<file path="config.mk">
export PLATFORM = sky130hd
export DESIGN_NAME = alu_result_stage
export DESIGN_NICKNAME = d
export VERILOG_FILES = /design/src/rtl/alu_result_stage.sv
export SDC_FILE = /design/constraint.sdc
export NUM_CORES = 1
export LEC_CHECK = 0
export ABC_AREA = 0
export BUFFER_PORTS_ARGS = -buffer_cell sky130_fd_sc_hd__buf_2
export CORE_MARGIN = 3
export CORE_UTILIZATION = 43
export CTS_BUF_LIST = sky130_fd_sc_hd__clkbuf_16
export CTS_CLUSTER_SIZE = 24
export DETAILED_ROUTE_END_ITERATION = 10
export GPL_TIMING_DRIVEN = 0
export PLACE_DENSITY = 0.84
export SLEW_MARGIN = 20
export SYNTH_ARGS = -nofsm -noshare
export SYNTH_HDL_FRONTEND = slang
export SYNTH_SLANG_ARGS = --single-unit
</file>
<file path="constraint.sdc">
create_clock -name clk -period 1.6 [get_ports clk]
set_input_delay 0.48 -clock clk [delete_from_list [all_inputs] [get_ports clk]]
set_output_delay 0.48 -clock clk [all_outputs]
set_load 0.05 [all_outputs]
</file>
<file path="src/rtl/alu_result_stage.sv">
// Result stage behind the 64-bit ALU: registers result/destination with a valid/ready
// handshake, owns the NZCV flags and evaluates condition codes. Define SKID_BUF_EN for a two-entry skid buffer.
module alu_result_stage #(
  parameter int WIDTH      = 64,
  parameter int REG_ADDR_W = 5
) (
  input  logic                  clk,
  input  logic                  reset,
  input  logic                  in_valid,
  output logic                  in_ready,
  input  logic [WIDTH-1:0]      alu_result,
  input  logic                  alu_negative,
  input  logic                  alu_zero,
  input  logic                  alu_overflow,
  input  logic                  alu_carry_out,
  input  logic                  in_setflags,
  input  logic [3:0]            in_cond,
  input  logic [REG_ADDR_W-1:0] in_dest,
  input  logic                  in_regwrite,
  output logic                  out_valid,
  input  logic                  out_ready,
  output logic [WIDTH-1:0]      out_result,
  output logic [REG_ADDR_W-1:0] out_dest,
  output logic                  out_regwrite,
  output logic                  out_cond_true,
  output logic [3:0]            flags_q
);

  // Flags are ordered {N,Z,C,V}; 4'b1111 is an unconditional alias of AL.
  function automatic logic cond_pass(input logic [3:0] cond, input logic [3:0] flags);
    logic n;
    logic z;
    logic c;
    logic v;
    logic pass;
    n = flags[3];
    z = flags[2];
    c = flags[1];
    v = flags[0];
    case (cond)
      4'b0000: pass = z;
      4'b0001: pass = !z;
      4'b0010: pass = c;
      4'b0011: pass = !c;
      4'b0100: pass = n;
      4'b0101: pass = !n;
      4'b0110: pass = v;
      4'b0111: pass = !v;
      4'b1000: pass = c && !z;
      4'b1001: pass = !(c && !z);
      4'b1010: pass = (n == v);
      4'b1011: pass = (n != v);
      4'b1100: pass = !z && (n == v);
      4'b1101: pass = !(!z && (n == v));
      default: pass = 1'b1;
    endcase
    return pass;
  endfunction

  logic accept;
  logic send;
  logic entry_cond;

  assign accept     = in_valid && in_ready;
  assign send       = out_valid && out_ready;
  assign entry_cond = cond_pass(in_cond, flags_q);

  // Flags change at acceptance, so a stalled output never delays the next entry's condition.
  always_ff @(posedge clk) begin
    if (reset) begin
      flags_q <= 4'b0000;
    end else if (accept && in_setflags) begin
      flags_q <= {alu_negative, alu_zero, alu_carry_out, alu_overflow};
    end
  end

`ifdef SKID_BUF_EN
  logic                  skid_valid;
  logic [WIDTH-1:0]      skid_result;
  logic [REG_ADDR_W-1:0] skid_dest;
  logic                  skid_regwrite;
  logic                  skid_cond_true;

  assign in_ready = !skid_valid;

  // Skid only fills while main is held; it refills main on the edge main drains.
  always_ff @(posedge clk) begin
    if (reset) begin
      out_valid      <= 1'b0;
      out_result     <= '0;
      out_dest       <= '0;
      out_regwrite   <= 1'b0;
      out_cond_true  <= 1'b0;
      skid_valid     <= 1'b0;
      skid_result    <= '0;
      skid_dest      <= '0;
      skid_regwrite  <= 1'b0;
      skid_cond_true <= 1'b0;
    end else if (skid_valid) begin
      if (send) begin
        out_result    <= skid_result;
        out_dest      <= skid_dest;
        out_regwrite  <= skid_regwrite;
        out_cond_true <= skid_cond_true;
        skid_valid    <= 1'b0;
      end
    end else if (accept) begin
      if (out_valid && !out_ready) begin
        skid_valid     <= 1'b1;
        skid_result    <= alu_result;
        skid_dest      <= in_dest;
        skid_regwrite  <= in_regwrite;
        skid_cond_true <= entry_cond;
      end else begin
        out_valid     <= 1'b1;
        out_result    <= alu_result;
        out_dest      <= in_dest;
        out_regwrite  <= in_regwrite;
        out_cond_true <= entry_cond;
      end
    end else if (send) begin
      out_valid <= 1'b0;
    end
  end
`else
  assign in_ready = !out_valid || out_ready;

  always_ff @(posedge clk) begin
    if (reset) begin
      out_valid     <= 1'b0;
      out_result    <= '0;
      out_dest      <= '0;
      out_regwrite  <= 1'b0;
      out_cond_true <= 1'b0;
    end else if (accept) begin
      out_valid     <= 1'b1;
      out_result    <= alu_result;
      out_dest      <= in_dest;
      out_regwrite  <= in_regwrite;
      out_cond_true <= entry_cond;
    end else if (send) begin
      out_valid <= 1'b0;
    end
  end
`endif

endmodule

</file>
==> impl_metrics.tcl, run 1 <==
set metrics [dict create \
    start_util 0.457 \
    final_hold_viol_count 0 \
    io_pins 160 \
    cts_tree "done" \
    hp-class "in2reg" \
    setup_violations 0 \
    setup_tns_ns 0 \
    rsz0062_at_grt "no" \
    maxCapViolations 0 \
    post_cts_buffers 0 \
    synth_edf_count 0 \
    netlist_instances 358 \
    gp_congestion 0.779 \
    layout_commonest_cell "buf_2" \
    dr_wl_met2_mm 3.78 \
    io_buffer_count 155 \
    ant_nets 0 \
    worst_setup_path_end_kind "primary output" \
    crit_start "flags_q[0]$_SDFFE_PP0P_" \
    finalCoreUtilization 0.654 \
    p_switching_uw 1450 \
    peakVddDrop_mv 0.877 \
    clk_latency_ns 0.32 \
    drtPass1Iterations 6 \
    die-area_um2 7530 \
    cp_data_arrival_time_ns 1.08 \
    p_per_area_nw_per_um2 1300 \
    chipHeight_um 86.8 \
    critPathMaxFanout 6 \
    cp.depth 1 \
    fmax_mhz 639 \
    dpl_worst_slack_ns -0.181 \
    grt_pass1_wl_mm 11.8 \
    rrSetupSlack_ns 0.18 \
    p_int_uw 3760 \
    final_cell_area_um2 4010 \
    synth_top_cell_area_share 0.543 \
    clkSinkCount 76 \
    diodes 0 \
    final_nets 607 \
    syn_area_per_cell_um2 7.83 \
    most-common-layout-cells "160 x buf_2, 147 x nand2_1, 76 x a21oi_1" \
    drcViolationCount 0 \
    slowest_delay_ns 0.44 \
    synth_cell_types 27 \
    clkPwrFrac 0.428 \
    cts.clk_slew.worst_paths_ns 0.06 \
    wl_met3_um 670 \
    cp.required_ns 1.12 \
    yosys.area.top_type "dfxtp_1" \
    avgViaCountPerCell 4.85 \
    dpl.hpwl_mm 5.70 \
    nFillCells 540 \
    hold_buffers 0 \
    maxSlewViolCount 0 \
    grt_usage 0.195 \
    met1Wirelength_mm 3.02 \
    drt-initial-drc-count 93 \
    setup_ws_ns 0.0362 \
    synth_ff_type "dfxtp_1" \
    r2r_cells 5 \
    timing.rr.end "out_result[50]$_SDFFE_PP0N_" \
    drive_gt1_frac 0.346 \
    critPathLaunchType "flip-flop" \
    synth-seq-area-share 0.543 \
    routed.top_layer "met4" \
    clock_path_buffers 2 \
    hold_depth 3 \
    path_cells "buf_2" \
    final.min_clock_period_ns 1.56 \
    crit_type "reg2out" \
    path_delay_family "flip-flops" \
    synth_async_sr_flop_share 0 \
    tightestPinTransition_ns 0.505 \
    vias 2931 \
    synth_warnings 0 \
    final.setup_skew_ns 0.00577 \
    cp.buffers_inverters 1 \
    area_delta_synth_final_pct 42.9 \
    syn_area_um2 2800 \
    reg2reg_from "out_valid$_SDFFE_PP0P_" \
    htreeDepth 3 \
    critPathCapture "flags_q[0]" \
    slew_headroom 0.663 \
    core.rowCount 28 \
    status "finished, final reports clean" \
    grt.overflow.total 0 \
    power_uw 5210 \
    grt_pass1_vias 2692 \
    place_area_um2 3670 \
    power_frac_comb 0.176 \
    avgRoutedWirePerCell_um 12.6 \
    seqPwrFrac 0.396 \
    post-route-period-util 0.977 \
    slowest_stage "dfxtp_1" \
    chipWidth_um 86.8 \
    syn_nets 441 \
    cts_made_buffers 9 \
    wl_mm 7.61 \
    synth_area_leaders "dfxtp_1 54%, nand2_1 20%, a21oi_1 14%" \
    antenna_found_initial 0 \
    swShare 0.278 \
    total_leakage_power_uw 0.00195 \
    core_area_um2 6130 \
    ys_ff_latch 76 \
    cts_root_buf "clkbuf_16" \
    grt_max_degree 13 \
]
cells in the mapped netlist (2+ instances only):
cell / instances
clkbuf_1: 17
o21ai_0: 2
buf_4: 2
nor3_1: 3
dfxtp_1: 76
xnor2_1: 2
nand2_1: 147
buf_1: 2
nor2_1: 5
buf_2: 5
nand3_1: 5
a21oi_1: 76
mux2i_1: 2
cells by family (layout without fill, tap and decap cells):
| kind of cell | Yosys count | in the layout | synth area share |
|---|---|---|---|
| and+or+nand+nor | 165 | 165 | 0.232 |
| muxes | 3 | 3 | 0.0125 |
| xor gates and xnor gates | 3 | 3 | 0.00937 |
| DFF | 76 | 76 | 0.543 |
| AOI/OAI and AO/OA | 83 | 83 | 0.158 |
| buffers and inverters | 28 | 199 | 0.0451 |
area by class of cell:
class,count,area (um2),area share
plain buffers,27,124,0.0309
clock buffers,9,225,0.0562
clock inverters,7,106,0.0265
inverters,1,3.75,0.000937
multi-input cells,254,1160,0.288
flip-flops and latches,76,1520,0.380
well taps,75,93.8,0.0234
repair buffers,155,776,0.194
per-layer routing:
metal / up-vias / track usage
met5: - / 0
met2: 114 / 0.341
met1: 1315 / 0.223
met4: 0 / 0.0694
met3: 11 / 0.0599
li1: 1491 / -
worst min-delay path by stage:
stage	from	end	slack [ns]
finish	alu_result[25]	out_result[25]$_SDFFE_PP0N_	0.40
global route	alu_result[25]	out_result[25]$_SDFFE_PP0N_	0.39
CTS	in_dest[0]	out_dest[0]$_SDFFE_PP0N_	0.39
detailed placement	out_dest[2]$_SDFFE_PP0N_	out_dest[2]$_SDFFE_PP0N_	0.44
global placement	out_result[63]$_SDFFE_PP0N_	out_result[63]$_SDFFE_PP0N_	0.44
floorplan	in_valid	out_valid$_SDFFE_PP0P_	0.60
state kept, by name, summed over array words and instances (netlist names):
signal / cells
out_valid: 1
flags_q: 4
out_result: 64
out_regwrite: 1
out_cond_true: 1
out_dest: 5
power by group through the flow:
stage          sequential [uW]  combinational, uW  clock (uW)
2_1_floorplan             2490                261           0
3_3_place_gp              2100                906           0
3_5_place_dp              2100                922           0
4_1_cts                   2060                925        2270
5_1_grt                   2070                989        2360
6_report                  2060                918        2230
stage by stage:
stage          cells  hold slack [ns]
2_1_floorplan    358            0.602
3_3_place_gp     588            0.439
3_5_place_dp     588            0.443
4_1_cts          604            0.389
5_1_grt          604            0.394
6_report         604            0.400
worst min-delay path, stage by stage:
cell and delay (ns):
buf_2 0.10, nand2_1 0.04, a21oi_1 0.05
repair_timing:
action,4_1_cts,5_1_grt
endpoints found under the setup margin,0,1
hold endpoints to repair,0,0
gates resized for setup,0,1
No activity file was read; power rests on OpenSTA's default activity.
==> run 2, diff against run 1 <==
- REMOVE_ABC_BUFFERS: unset -> 1
==> run 2 against run 1 <==
  * Via count is 4.2% lower
  * Final area is 1.8% lower
  * First-iteration DRC count is 33% lower
  * Core utilization is 1.2 points lower
  * Non-clock buffer count is 23 lower
  * Sequential power hardly changed
  * Clock skew is 0.0012 ns lower
  * Routed wire length is 4.2% lower
  * Maximum frequency is 1.7% higher
  * Global-route usage hardly changed
  * Clock-buffer cell count stayed put
  * Cell count is 3.6% lower
  * Critical path type unchanged
==> impl_metrics.tcl, run 2 (synthesis gave the netlist of run 1 again) <==
set metrics [dict create \
    status "finished, final reports clean" \
    p_int_uw 3760 \
    cts_tree "done" \
    avgViaCountPerCell 4.82 \
    avgRoutedWirePerCell_um 12.5 \
    seq_area_um2 1520 \
    drt-initial-drc-count 62 \
    cts_made_buffers 9 \
    met3_usage 0.0656 \
    chipHeight_um 86.8 \
    multi_input_area_um2 1170 \
    clkPwrFrac 0.433 \
    setup_violations 0 \
    nFillCells 529 \
    area_delta_synth_final_pct 40.4 \
    holdWs_ns 0.392 \
    busiest_layer "met2" \
    final_hold_viol_count 0 \
    power_uw 5220 \
    grt_max_degree 77 \
    io_buffer_count 159 \
    slew_headroom 0.506 \
    slowest_delay_ns 0.45 \
    hp-class "in2reg" \
    grt_pass1_wl_mm 11.7 \
    grt_usage 0.195 \
    die-area_um2 7530 \
    p_switching_uw 1460 \
    grt_pass1_vias 2749 \
    start_util 0.457 \
    peakVddDrop_mv 1.06 \
    path_delay_family "flip-flops" \
    drtPass1Iterations 4 \
    antenna_found_initial 0 \
    total_leakage_power_uw 0.00192 \
    path_cells "clkbuf_4" \
    top_regs "out_result x64, out_dest x5, flags_q x4" \
    dpl.hpwl_mm 4.85 \
    io_pins 160 \
    top_register "out_result" \
    maxSlewViolCount 0 \
    tightestPinTransition_ns 0.740 \
    clk_latency_ns 0.32 \
    hold_buffers 0 \
    cts.clk_slew.worst_paths_ns 0.06 \
    chipWidth_um 86.8 \
    cp_data_arrival_time_ns 1.06 \
    drive_gt1_frac 0.359 \
    clock_path_buffers 2 \
    drcViolationCount 0 \
    worst_setup_path_end_kind "primary output" \
    core_area_um2 6130 \
    largest_reg_flops 64 \
    grtUsageMet1 0.207 \
    final.min_clock_period_ns 1.54 \
    ant_nets 0 \
    htreeDepth 3 \
    cp.required_ns 1.12 \
    core.rowCount 28 \
    wl_mm 7.29 \
    power_frac_comb 0.172 \
    post-route-period-util 0.961 \
    seqPwrFrac 0.394 \
    final.setup_skew_ns 0.00462 \
    vias 2807 \
    met2_usage 0.359 \
    maxCapViolations 0 \
    most-common-layout-cells "157 x buf_2, 146 x nand2_1, 76 x a21oi_1, 76 x dfxtp_1, 9 x clkbuf_16" \
    final_nets 585 \
    cts_root_buf "clkbuf_16" \
    clkSinkCount 76 \
    fmax_mhz 650 \
    diodes 0 \
    critPathLaunchType "flip-flop" \
    crit_type "reg2out" \
    grt.overflow.total 0 \
    gp_congestion 0.736 \
    swShare 0.279 \
    rsz0062_at_grt "no" \
    cp.buffers_inverters 1 \
    critPathMaxFanout 6 \
    p_per_area_nw_per_um2 1330 \
    layout_commonest_cell "buf_2" \
    slowest_stage "dfxtp_1" \
]
==> run 2: cell count changes in the layout (fill, tap and decap cells not counted), sizes merged <==
cell    previous run  this run
clkbuf            27        10
and2               2         3
buf              164       158
==> run 2: per-stage QoR <==
stage / setup WS, ns / TNS (ns) / std cells / cell area [um2] / util
6_report: 0.0618 / 0 / 582 / 3940 / 0.642
5_1_grt: 0.00838 / 0 / 582 / 3940 / 0.642
4_1_cts: 0.0218 / 0 / 582 / 3930 / 0.641
3_5_place_dp: -0.413 / -8.49 / 565 / 3580 / 0.584
3_3_place_gp: -1.79 / -103.20 / 565 / 3570 / 0.582
2_1_floorplan: -1.18 / -64.00 / 331 / 2680 / -
==> run 2: final cells by class <==
cell class | instances | area share
clock buffers | 9 | 0.0572
clock inverters | 7 | 0.0296
inverters | 1 | 0.000954
multi-input cells | 255 | 0.298
flip-flops and latches | 76 | 0.387
well taps | 75 | 0.0238
repair buffers | 159 | 0.203
==> run 2: metal layers <==
metal / wire (um) / vias up
met5: 0 / -
met1: 2880 / 1258
met2: 3800 / 98
met3: 568 / 4
met4: 46 / 0
li1: - / 1447
==> run 2: power groups by stage <==
stage	logic, uW	clock network (uW)	registers, uW
final	900	2260	2060
after floorplan	213	0	2490
after global routing	970	2390	2070
after global placement	888	0	2100
after CTS	906	2310	2060
after detailed placement	895	0	2100
==> run 2: final timing paths <==
kind,start,to,slack (ns),depth (start not counted)
setup / recovery,flags_q[0]$_SDFFE_PP0P_,flags_q[0],0.06,1
hold / removal,alu_result[42],out_result[42]$_SDFFE_PP0N_,0.39,3
setup reg to reg,out_valid$_SDFFE_PP0P_,out_cond_true$_SDFFE_PP0N_,0.13,5
hold reg to reg,out_result[42]$_SDFFE_PP0N_,out_result[42]$_SDFFE_PP0N_,0.45,2
==> run 2: timing repair <==
action,in CTS,in global routing
cloned,1,0
pin swaps,1,0
setup buffers,0,0
endpoints found under the setup margin,5,4
gates resized for setup,0,2
==> run 3, diff against run 2 <==
- ABC_AREA: 0 -> 1
- CORE_UTILIZATION: 43 -> 47
- PLACE_DENSITY: 0.84 -> 0.89
- clock period: 1.6 -> 1.98 ns (I/O delays scaled with it)
==> run 3 against run 2 <==
  * Clock skew down 0.0013 ns
  * Combinational power down 16%
  * Synthesized area up 3.1%
  * Cell count up 4.6%
  * Synthesized cell count up 7.3%
  * Power down 22%
  * Clock-buffer cell count unchanged
  * Hold slack better by 0.066 ns
  * Critical path depth up 6
  * Clock power down 27%
  * Non-clock buffer count unchanged
  * Largest power group is now registers
==> impl_metrics.tcl, run 3 <==
set metrics [dict create \
    cts.clk_slew.worst_paths_ns 0.06 \
    most-common-layout-cells "171 x nand2_1, 158 x buf_2, 76 x dfxtp_1" \
    largest_reg_flops 64 \
    p_per_area_nw_per_um2 1040 \
    io_pins 160 \
    avgRoutedWirePerCell_um 12.2 \
    setup_violations 0 \
    grt_pass1_wl_mm 12.4 \
    top_regs "out_result x64, out_dest x5, flags_q x4" \
    top_register "out_result" \
    ys_ff_latch 76 \
    grt_pass1_vias 2873 \
    critPathLaunchType "input pin" \
    syn_area_um2 2890 \
    io_buffer_count 159 \
    synth_warnings 0 \
    core.rowCount 27 \
    antenna_found_initial 0 \
    cp.required_ns 2.20 \
    drtPass1Iterations 5 \
    layout_commonest_cell "nand2_1" \
    final.min_clock_period_ns 1.75 \
    cpMostUsedCell "nand2_4" \
    slowest_stage "inv_6" \
    slew_headroom 0.496 \
    hp-start "out_result[51]$_SDFFE_PP0N_" \
    crit_start "out_ready" \
    syn_area_per_cell_um2 7.53 \
    reg2reg_from "out_valid$_SDFFE_PP0P_" \
    status "finished, final reports clean" \
    critPathMaxFanout 73 \
    ant_nets 0 \
    met2_usage 0.373 \
    synth.most_common_cell "nand2_1" \
    netlist_instances 384 \
    final_cell_area_um2 3940 \
    cts_made_buffers 9 \
    htreeDepth 3 \
    synth_commonest_cells "171 x nand2_1, 76 x dfxtp_1, 71 x a21oi_1, 17 x nor2_1, 11 x inv_1" \
    wl_mm 7.45 \
    clk_latency_ns 0.31 \
    dpl_worst_slack_ns -0.112 \
    core_area_um2 5740 \
    tightestPinTransition_ns 0.757 \
    grt.overflow.total 0 \
    synth_cell_types 15 \
    final_hold_viol_count 0 \
    start_util 0.503 \
    maxCapViolations 0 \
    place_area_um2 3630 \
    synth_async_sr_flop_share 0 \
    met3_usage 0.0500 \
    grtUsageMet1 0.228 \
    gp_congestion 0.900 \
    drive_gt1_frac 0.328 \
    post_cts_buffers 0 \
    yosys.area.top_type "dfxtp_1" \
    peakVddDrop_mv 0.650 \
    drt-initial-drc-count 132 \
    grt_max_degree 77 \
    crit_type "in2reg" \
    synth_area_leaders "dfxtp_1 53%, nand2_1 22%, a21oi_1 12%" \
    synth_edf_count 0 \
    grt_usage 0.211 \
    cts_root_buf "clkbuf_16" \
    cp_data_arrival_time_ns 1.97 \
    total_leakage_power_uw 0.00200 \
    cts_tree "done" \
    clock_path_buffers 2 \
    post-route-period-util 0.884 \
    dpl.hpwl_mm 5.17 \
    cts-resized-gates 0 \
    final_nets 615 \
    synth_top_cell_area_share 0.526 \
    hp-class "reg2reg" \
    worst_setup_path_end_kind "flip-flop" \
    final.setup_skew_ns 0.00335 \
    rsz0062_at_grt "no" \
    slowest_delay_ns 0.47 \
    diodes 0 \
    synth_ff_type "dfxtp_1" \
    avgViaCountPerCell 4.89 \
    fmax_mhz 571 \
    path_cells "buf_2, inv_1, nand2_4, nand2_8, inv_6, nand2_4, a211oi_1" \
    die-area_um2 7130 \
    setup_ws_ns 0.229 \
    chipWidth_um 84.4 \
    clkSinkCount 76 \
    maxSlewViolCount 0 \
    synth-seq-area-share 0.526 \
    busiest_layer "met2" \
    hold_buffers 0 \
    chipHeight_um 84.4 \
    drcViolationCount 0 \
    area_delta_synth_final_pct 36.3 \
    vias 2979 \
]
-- run 3: cell count changes after synthesis, moves of 3 or more --
cell / delta
a211oi_1: +4
nor2_1: +12
nand2_1: +24
inv_1: +10
buf_6: +6
a21oi_1: -5
clkbuf_1: -12
nor3_1: -3
buf_2: +4
-- run 3: logic make-up after synthesis --
family | Yosys count | share of synthesized area
DFF | 76 | 0.526
AOI/OAI and AO/OA | 76 | 0.135
and+or+nand+nor | 198 | 0.271
buffers and inverters | 34 | 0.0679
-- run 3: final timing paths --
kind	endpoint	slack (ns)	cells after the start
setup reg to reg	flags_q[0]$_SDFFE_PP0P_	0.29	5
setup / recovery	flags_q[0]$_SDFFE_PP0P_	0.23	7
hold reg to reg	out_result[51]$_SDFFE_PP0N_	0.46	2
hold / removal	out_result[51]$_SDFFE_PP0N_	0.46	2
-- run 3: cell type report --
class,instances,area [um2]
Sequential cell,76,1520
Inverter,12,50.0
Clock inverter,7,83.8
Multi-Input combinational cell,274,1170
Tap cell,72,90.1
Clock buffer,9,225
Fill cell,496,1800
Timing Repair Buffer,159,798
-- run 3: through the flow --
| stage | instances | util | total power, uW | hold slack, ns | TNS [ns] |
|---|---|---|---|---|---|
| global placement | 593 | 0.632 | 2440 | 0.449 | -0.359 |
| floorplan | 362 | - | 2210 | 0.663 | 0 |
| global route | 609 | 0.686 | 4270 | 0.470 | 0 |
| finish | 609 | 0.686 | 4080 | 0.459 | 0 |
| CTS | 609 | 0.686 | 4130 | 0.461 | 0 |
| detailed placement | 593 | 0.633 | 2460 | 0.452 | -0.434 |
-- run 3: layer usage --
layer | part of all wire | routed length, um
met5 | 0 | 0
met4 | 0.022 | 167
met3 | 0.073 | 547
met2 | 0.51 | 3800
met1 | 0.39 | 2940
-- run 3: power breakdown --
part	total, uW	internal (uW)	switching (uW)
clock	1650	1090	568
sequential	1670	1620	48.2
combinational	756	196	560
-- run 3: critical path: cells and delay by family --
kind                   cells  cell delay [ns]
AND/OR/NAND/NOR            3             0.48
buffers and inverters      3             0.60
AO/OA/AOI/OAI              1             0.24
